[src/rtl/ysyx_25040129_trap_seq_pkg.sv]
// Shared constants for the machine-mode trap/return sequencer:
// CSR addresses, mstatus bit positions, sequencer state encodings and a
// small PC alignment helper.
package ysyx_25040129_trap_seq_pkg;

  // Machine-mode CSR addresses
  localparam logic [11:0] YSYX_25040129_MSTATUS = 12'h300;
  localparam logic [11:0] YSYX_25040129_MTVEC   = 12'h305;
  localparam logic [11:0] YSYX_25040129_MEPC    = 12'h341;
  localparam logic [11:0] YSYX_25040129_MCAUSE  = 12'h342;

  // mstatus bit positions
  localparam int MSTATUS_MIE    = 3;
  localparam int MSTATUS_MPIE   = 7;
  localparam int MSTATUS_MPP_LO = 11;
  localparam int MSTATUS_MPP_HI = 12;

  // Sequencer states
  localparam logic [2:0] ST_IDLE     = 3'd0;
  localparam logic [2:0] ST_W_EPC    = 3'd1;
  localparam logic [2:0] ST_W_CAUSE  = 3'd2;
  localparam logic [2:0] ST_W_STATUS = 3'd3;
  localparam logic [2:0] ST_T_REDIR  = 3'd4;
  localparam logic [2:0] ST_M_STATUS = 3'd5;
  localparam logic [2:0] ST_M_REDIR  = 3'd6;

  // Clear the two low bits of a PC-like value (word alignment)
  function automatic logic [31:0] align4(input logic [31:0] value);
    return {value[31:2], 2'b00};
  endfunction

endpackage

[src/rtl/ysyx_25040129_trap_seq_mstatus_stack.sv]
// Combinational mstatus interrupt-enable stack transform.
// Trap: MPIE<=MIE, MIE<=0, MPP<=11. Mret: MIE<=MPIE, MPIE<=1, MPP<=11.
// All other bits pass through unchanged.
// Only compiled when YSYX_25040129_MSTATUS_STACK_EN is defined.
`ifdef YSYX_25040129_MSTATUS_STACK_EN
module ysyx_25040129_mstatus_stack
  import ysyx_25040129_trap_seq_pkg::*;
(
  input  logic        is_mret,
  input  logic [31:0] mstatus_in,
  output logic [31:0] mstatus_out
);

  // Push or pop the interrupt-enable stack depending on the sequence kind
  always_comb begin
    mstatus_out = mstatus_in;
    if (is_mret) begin
      mstatus_out[MSTATUS_MIE]  = mstatus_in[MSTATUS_MPIE];
      mstatus_out[MSTATUS_MPIE] = 1'b1;
    end else begin
      mstatus_out[MSTATUS_MPIE] = mstatus_in[MSTATUS_MIE];
      mstatus_out[MSTATUS_MIE]  = 1'b0;
    end
    mstatus_out[MSTATUS_MPP_HI:MSTATUS_MPP_LO] = 2'b11;
  end

endmodule
`endif

[src/rtl/ysyx_25040129_trap_seq.sv]
// Trap/return sequencer and write-port arbiter for the machine-mode CSR file.
// Owns the CSR file's single read and write port. Traps write mepc, mcause
// (and mstatus) one per cycle, then redirect to mtvec; mret (restores
// mstatus and) redirects to mepc. Instruction CSR accesses pass through in
// IDLE and stall otherwise; a trap request wins over a same-cycle access.
// Optional mstatus stacking: define YSYX_25040129_MSTATUS_STACK_EN.
module ysyx_25040129_trap_seq
  import ysyx_25040129_trap_seq_pkg::*;
#(
  parameter int CSR_DIG = 12
) (
  input  logic               clk,
  input  logic               rst,
  input  logic               trap_valid,
  input  logic               trap_is_mret,
  input  logic [31:0]        trap_pc,
  input  logic [31:0]        trap_cause,
  output logic               trap_ready,
  input  logic               ins_csr_wen,
  input  logic               ins_csr_ren,
  input  logic [CSR_DIG-1:0] ins_csr_waddr,
  input  logic [CSR_DIG-1:0] ins_csr_raddr,
  input  logic [31:0]        ins_csr_wdata,
  output logic [31:0]        ins_csr_rdata,
  output logic               ins_stall,
  output logic               csr_write,
  output logic [CSR_DIG-1:0] csr_write_addr,
  output logic [31:0]        csr_data,
  output logic [CSR_DIG-1:0] csr_read_addr,
  input  logic [31:0]        csr_rdata,
  output logic               redirect_valid,
  output logic [31:0]        redirect_pc,
  output logic               busy
);

  logic [2:0]  state_r;
  logic [2:0]  state_nxt;
  logic [29:0] pc_r;     // word-aligned part of the trapping pc
  logic [31:0] cause_r;

`ifdef YSYX_25040129_MSTATUS_STACK_EN
  logic [31:0] mstatus_next;

  ysyx_25040129_mstatus_stack u_mstatus_stack (
    .is_mret     (state_r == ST_M_STATUS),
    .mstatus_in  (csr_rdata),
    .mstatus_out (mstatus_next)
  );
`endif

  // State register and request capture; reset aborts any sequence in flight
  always_ff @(posedge clk or posedge rst) begin
    if (rst) begin
      state_r <= ST_IDLE;
      pc_r    <= 30'd0;
      cause_r <= 32'd0;
    end else begin
      state_r <= state_nxt;
      if ((state_r == ST_IDLE) && trap_valid) begin
        pc_r    <= trap_pc[31:2];
        cause_r <= trap_cause;
      end
    end
  end

  // Next-state sequencing of the trap and mret flows
  always_comb begin
    state_nxt = state_r;
    case (state_r)
      ST_IDLE: begin
        if (trap_valid) begin
          if (trap_is_mret) begin
`ifdef YSYX_25040129_MSTATUS_STACK_EN
            state_nxt = ST_M_STATUS;
`else
            state_nxt = ST_M_REDIR;
`endif
          end else begin
            state_nxt = ST_W_EPC;
          end
        end else begin
          state_nxt = ST_IDLE;
        end
      end
      ST_W_EPC: state_nxt = ST_W_CAUSE;
      ST_W_CAUSE: begin
`ifdef YSYX_25040129_MSTATUS_STACK_EN
        state_nxt = ST_W_STATUS;
`else
        state_nxt = ST_T_REDIR;
`endif
      end
      ST_W_STATUS: state_nxt = ST_T_REDIR;
      ST_T_REDIR:  state_nxt = ST_IDLE;
      ST_M_STATUS: state_nxt = ST_M_REDIR;
      ST_M_REDIR:  state_nxt = ST_IDLE;
      default:     state_nxt = ST_IDLE;
    endcase
  end

  // CSR port arbitration, passthrough and redirect generation; all zero in reset
  always_comb begin
    trap_ready     = 1'b0;
    ins_csr_rdata  = 32'd0;
    ins_stall      = 1'b0;
    csr_write      = 1'b0;
    csr_write_addr = '0;
    csr_data       = 32'd0;
    csr_read_addr  = '0;
    redirect_valid = 1'b0;
    redirect_pc    = 32'd0;
    busy           = 1'b0;
    if (rst) begin
      busy = 1'b0;
    end else begin
      busy      = (state_r != ST_IDLE);
      ins_stall = busy & (ins_csr_wen | ins_csr_ren);
      case (state_r)
        ST_IDLE: begin
          trap_ready = 1'b1;
          if (trap_valid) begin
            // trap wins: drop the instruction access and make the core hold
            ins_stall = ins_csr_wen | ins_csr_ren;
          end else begin
            csr_write      = ins_csr_wen;
            csr_write_addr = ins_csr_waddr;
            csr_data       = ins_csr_wdata;
            csr_read_addr  = ins_csr_raddr;
            ins_csr_rdata  = csr_rdata;
          end
        end
        ST_W_EPC: begin
          csr_write      = 1'b1;
          csr_write_addr = CSR_DIG'(YSYX_25040129_MEPC);
          csr_data       = {pc_r, 2'b00};
        end
        ST_W_CAUSE: begin
          csr_write      = 1'b1;
          csr_write_addr = CSR_DIG'(YSYX_25040129_MCAUSE);
          csr_data       = cause_r;
        end
`ifdef YSYX_25040129_MSTATUS_STACK_EN
        ST_W_STATUS, ST_M_STATUS: begin
          csr_read_addr  = CSR_DIG'(YSYX_25040129_MSTATUS);
          csr_write      = 1'b1;
          csr_write_addr = CSR_DIG'(YSYX_25040129_MSTATUS);
          csr_data       = mstatus_next;
        end
`endif
        ST_T_REDIR: begin
          csr_read_addr  = CSR_DIG'(YSYX_25040129_MTVEC);
          redirect_valid = 1'b1;
          redirect_pc    = align4(csr_rdata);
        end
        ST_M_REDIR: begin
          csr_read_addr  = CSR_DIG'(YSYX_25040129_MEPC);
          redirect_valid = 1'b1;
          redirect_pc    = csr_rdata;
        end
        default: begin
          redirect_valid = 1'b0;
        end
      endcase
    end
  end

endmodule

[config.mk]
export PLATFORM = sky130hd
export DESIGN_NAME = ysyx_25040129_trap_seq
export DESIGN_NICKNAME = d
export VERILOG_FILES = /design/src/rtl/ysyx_25040129_trap_seq_pkg.sv /design/src/rtl/ysyx_25040129_trap_seq_mstatus_stack.sv /design/src/rtl/ysyx_25040129_trap_seq.sv
export SDC_FILE = /design/constraint.sdc
export NUM_CORES = 1
export LEC_CHECK = 0
export ABC_AREA = 1
export CAP_MARGIN = 20
export CORE_MARGIN = 4
export CORE_UTILIZATION = 37
export DETAILED_ROUTE_END_ITERATION = 16
export GPL_ROUTABILITY_DRIVEN = 0
export HOLD_SLACK_MARGIN = 0.15
export PLACE_DENSITY = 0.8
export SLEW_MARGIN = 20
export SYNTH_ARGS = -nofsm -noshare
export SYNTH_HDL_FRONTEND = slang
export SYNTH_SLANG_ARGS = --single-unit
[constraint.sdc]
create_clock -name clk -period 4.65 [get_ports clk]
set_input_delay 0.93 -clock clk [delete_from_list [all_inputs] [get_ports clk]]
set_output_delay 0.93 -clock clk [all_outputs]
set_load 0.005 [all_outputs]
==> results.cfg, run 1 <==
[status]
status = finished, final reports clean

[global_routing]
grt_pass1_vias = 4994
grt.total_usage_pct = 24.5
grt-ovfl-total = 0
antenna_found_initial = 1
grt_pass1_wl_mm = 27.3
grt_max_degree = 64

[die]
fp.dieH_um = 118
start_util_pct = 38.4
dieArea_um2 = 13900
rows = 39
die_w_um = 118
io_pins = 283
core_area_um2 = 11600

[yosys]
synth_seq_area_share_pct = 36.5
synthTopCellsByArea = dfrtp_1 (37%), nand2_1 (19%), nand3_1 (10%), inv_1 (10%), nor2_1 (9.4%)
netlist_area_um2 = 4460
synth_cell_type_count = 21
ys_warn_count = 0
syn-num-nets = 885
syn_inst = 727
ys_ff_latch = 65
synth_area_per_cell_um2 = 6.13
synth_top_cell_area_share_pct = 36.5
yosys.area.top_type = dfrtp_1

[placed_design]
dpl_worst_slack_ns = 0.559
dpl_cell_area_um2 = 7230
dp_hpwl_mm = 13.2
numPortBuffers = 280

[worst_setup_path]
crit_path_start_kind = input pin
endpoint_kind = output pin
worstPathArrival_ns = 3.19
cp_slowest_cell = clkdlybuf4s50_1
worstPathRequired_ns = 3.72
critPathMaxStageDelay_ns = 0.77
crit_fanout = 55
path_buf_inv = 4
path_cells = clkdlybuf4s50_1, clkinv_2, nand4_2, buf_4, o21ai_0, clkdlybuf4s50_1
cp_top_family = buffers and inverters
cpMostUsedCell = clkdlybuf4s50_1
crit_type = in -> out

[clock_tree]
cts_num_sinks = 65
clk_latency_ns = 0.32
cts_made_buffers = 9
cts_hold_buf = 0
path_clk_slew_ns = 0.05
clockRootBuffer = clkbuf_16
htree_levels = 3
postCtsSetupBuffers = 0
clockBufferDepth = 2
cts_resized = 0
cts_tree = yes

[sta]
setup_tns_ns = 0
timing.fmax_mhz = 242
period_share_pct = 88.7
setup_viol = 0
setup_slack_ns = 0.526
hold_violations = 0
drv_slew = 0
tightestPinTransition_ns = 0.733
max-slew-margin-rel_pct = 51.0
layout_min_cycle_time_ns = 4.12
skew_ns = 0.00781
rsz0062_at_grt = no
whs_ns = 0.470

[route]
drc_errors = 0
avgViaCountPerCell = 4.81
firstDrtPassIters = 5
wl_per_cell_um = 15.8
vias = 5408
ant_nets = 0
drtIter0Drc = 323
wirelength_mm = 17.7

[power_and_ir_drop]
total_power_mw = 3.21
ir_worst_vdd_v = 0.000272
p_leak_nw = 3.91
power.density_nw_per_um2 = 427

[finish]
syn2layout_area_growth_pct = 69.0
final_cell_mix = clkdlybuf4s50_1 (280), nand2_1 (227), inv_1 (119)
nets = 1134
layout-drive-gt1-share_pct = 3.47
final_common_cell = clkdlybuf4s50_1
final_area_um2 = 7530

[hold_path]
hp-class = reg -> reg

[job]
timing.max_cap.violations = 0
==> cell type report <==
| cell class | count | area (um^2) |
|---|---|---|
| diodes | 1 | 2.50 |
| clock buffers | 11 | 243 |
| clock inverters | 5 | 55.1 |
| fillers | 1046 | 4080 |
| inverters | 124 | 469 |
| multi-input cells | 486 | 2080 |
| flip-flops and latches | 65 | 1630 |
| well taps | 143 | 179 |
| repair buffers | 290 | 2880 |
==> cell usage after synthesis (all sizes together) <==
master,count
nand2,228
inv,124
nor2,113
nand3,93
dfrtp,65
nand4,34
buf,31
clkbuf,21
o21ai,9
a21oi,4
nor3,2
o22ai,2
a211oi,1
==> worst reg2reg max path: stages, from the launching register on <==
cell and delay [ns]:
dfrtp_1 0.42, nor2_4 0.60, buf_4 0.46, nand2_2 0.16, nor2_4 0.15, buf_4 0.55, nand2_1 0.20, o21ai_0 0.13
==> state kept, by name (all words and copies together), names as in the netlist <==
name     count
state_r      3
cause_r     32
pc_r        30
==> metrics by stage <==
step | cells | util (%)
after CTS | 1124 | 64.8
after detailed placement | 1108 | 62.2
after floorplan | 727 | -
after global routing | 1125 | 64.8
final | 1125 | 64.8
after global placement | 1108 | 62.2
==> routing by layer <==
metal / routed length [um] / share of wire, % / track usage (%)
met5: 0 / 0 / 0
met4: 503 / 2.8 / 7.69
met1: 6900 / 39 / 27.5
met2: 9140 / 52 / 45.5
met3: 1180 / 6.7 / 6.05
==> power breakdown <==
group	switching (mW)	total, mW	internal [mW]
combinational	0.873	1.56	0.687
clock	0.241	0.669	0.428
sequential	0.149	0.984	0.836
total	1.26	3.21	1.95
==> path summary, 6_finish.rpt <==
path / start / end / slack, ns / cells after the start
max: rst / csr_write_addr[6] / 0.53 / 6
min in group asynchronous: rst / pc_r[0]$_DFFE_PP0P_ / 1.40 / 3
min reg2reg: pc_r[21]$_DFFE_PP0P_ / pc_r[21]$_DFFE_PP0P_ / 0.47 / 2
max reg2reg: state_r[2]$_DFF_PP0_ / state_r[1]$_DFF_PP0_ / 1.89 / 7
max in group asynchronous: rst / cause_r[16]$_DFFE_PP0P_ / 2.62 / 3
min: pc_r[21]$_DFFE_PP0P_ / pc_r[21]$_DFFE_PP0P_ / 0.47 / 2
==> logic make-up (layout without fill, tap and decap cells) <==
family	count (synthesis)	after routing	share of synthesized area (%)
AND/OR/NAND/NOR	470	470	44.7
buffers and inverters	176	430	16.9
flip-flops	65	65	36.5
AO/OA/AOI/OAI	16	16	1.91
other	0	1	0
Note: power is estimated with default switching activity, not from simulation.
==> run 2: changes to the inputs <==
Settings changed: SLEW_MARGIN 20 to 40.
==> results of run 2 <==
No change in the layout: final DEF, timing and power equal those of run 1.
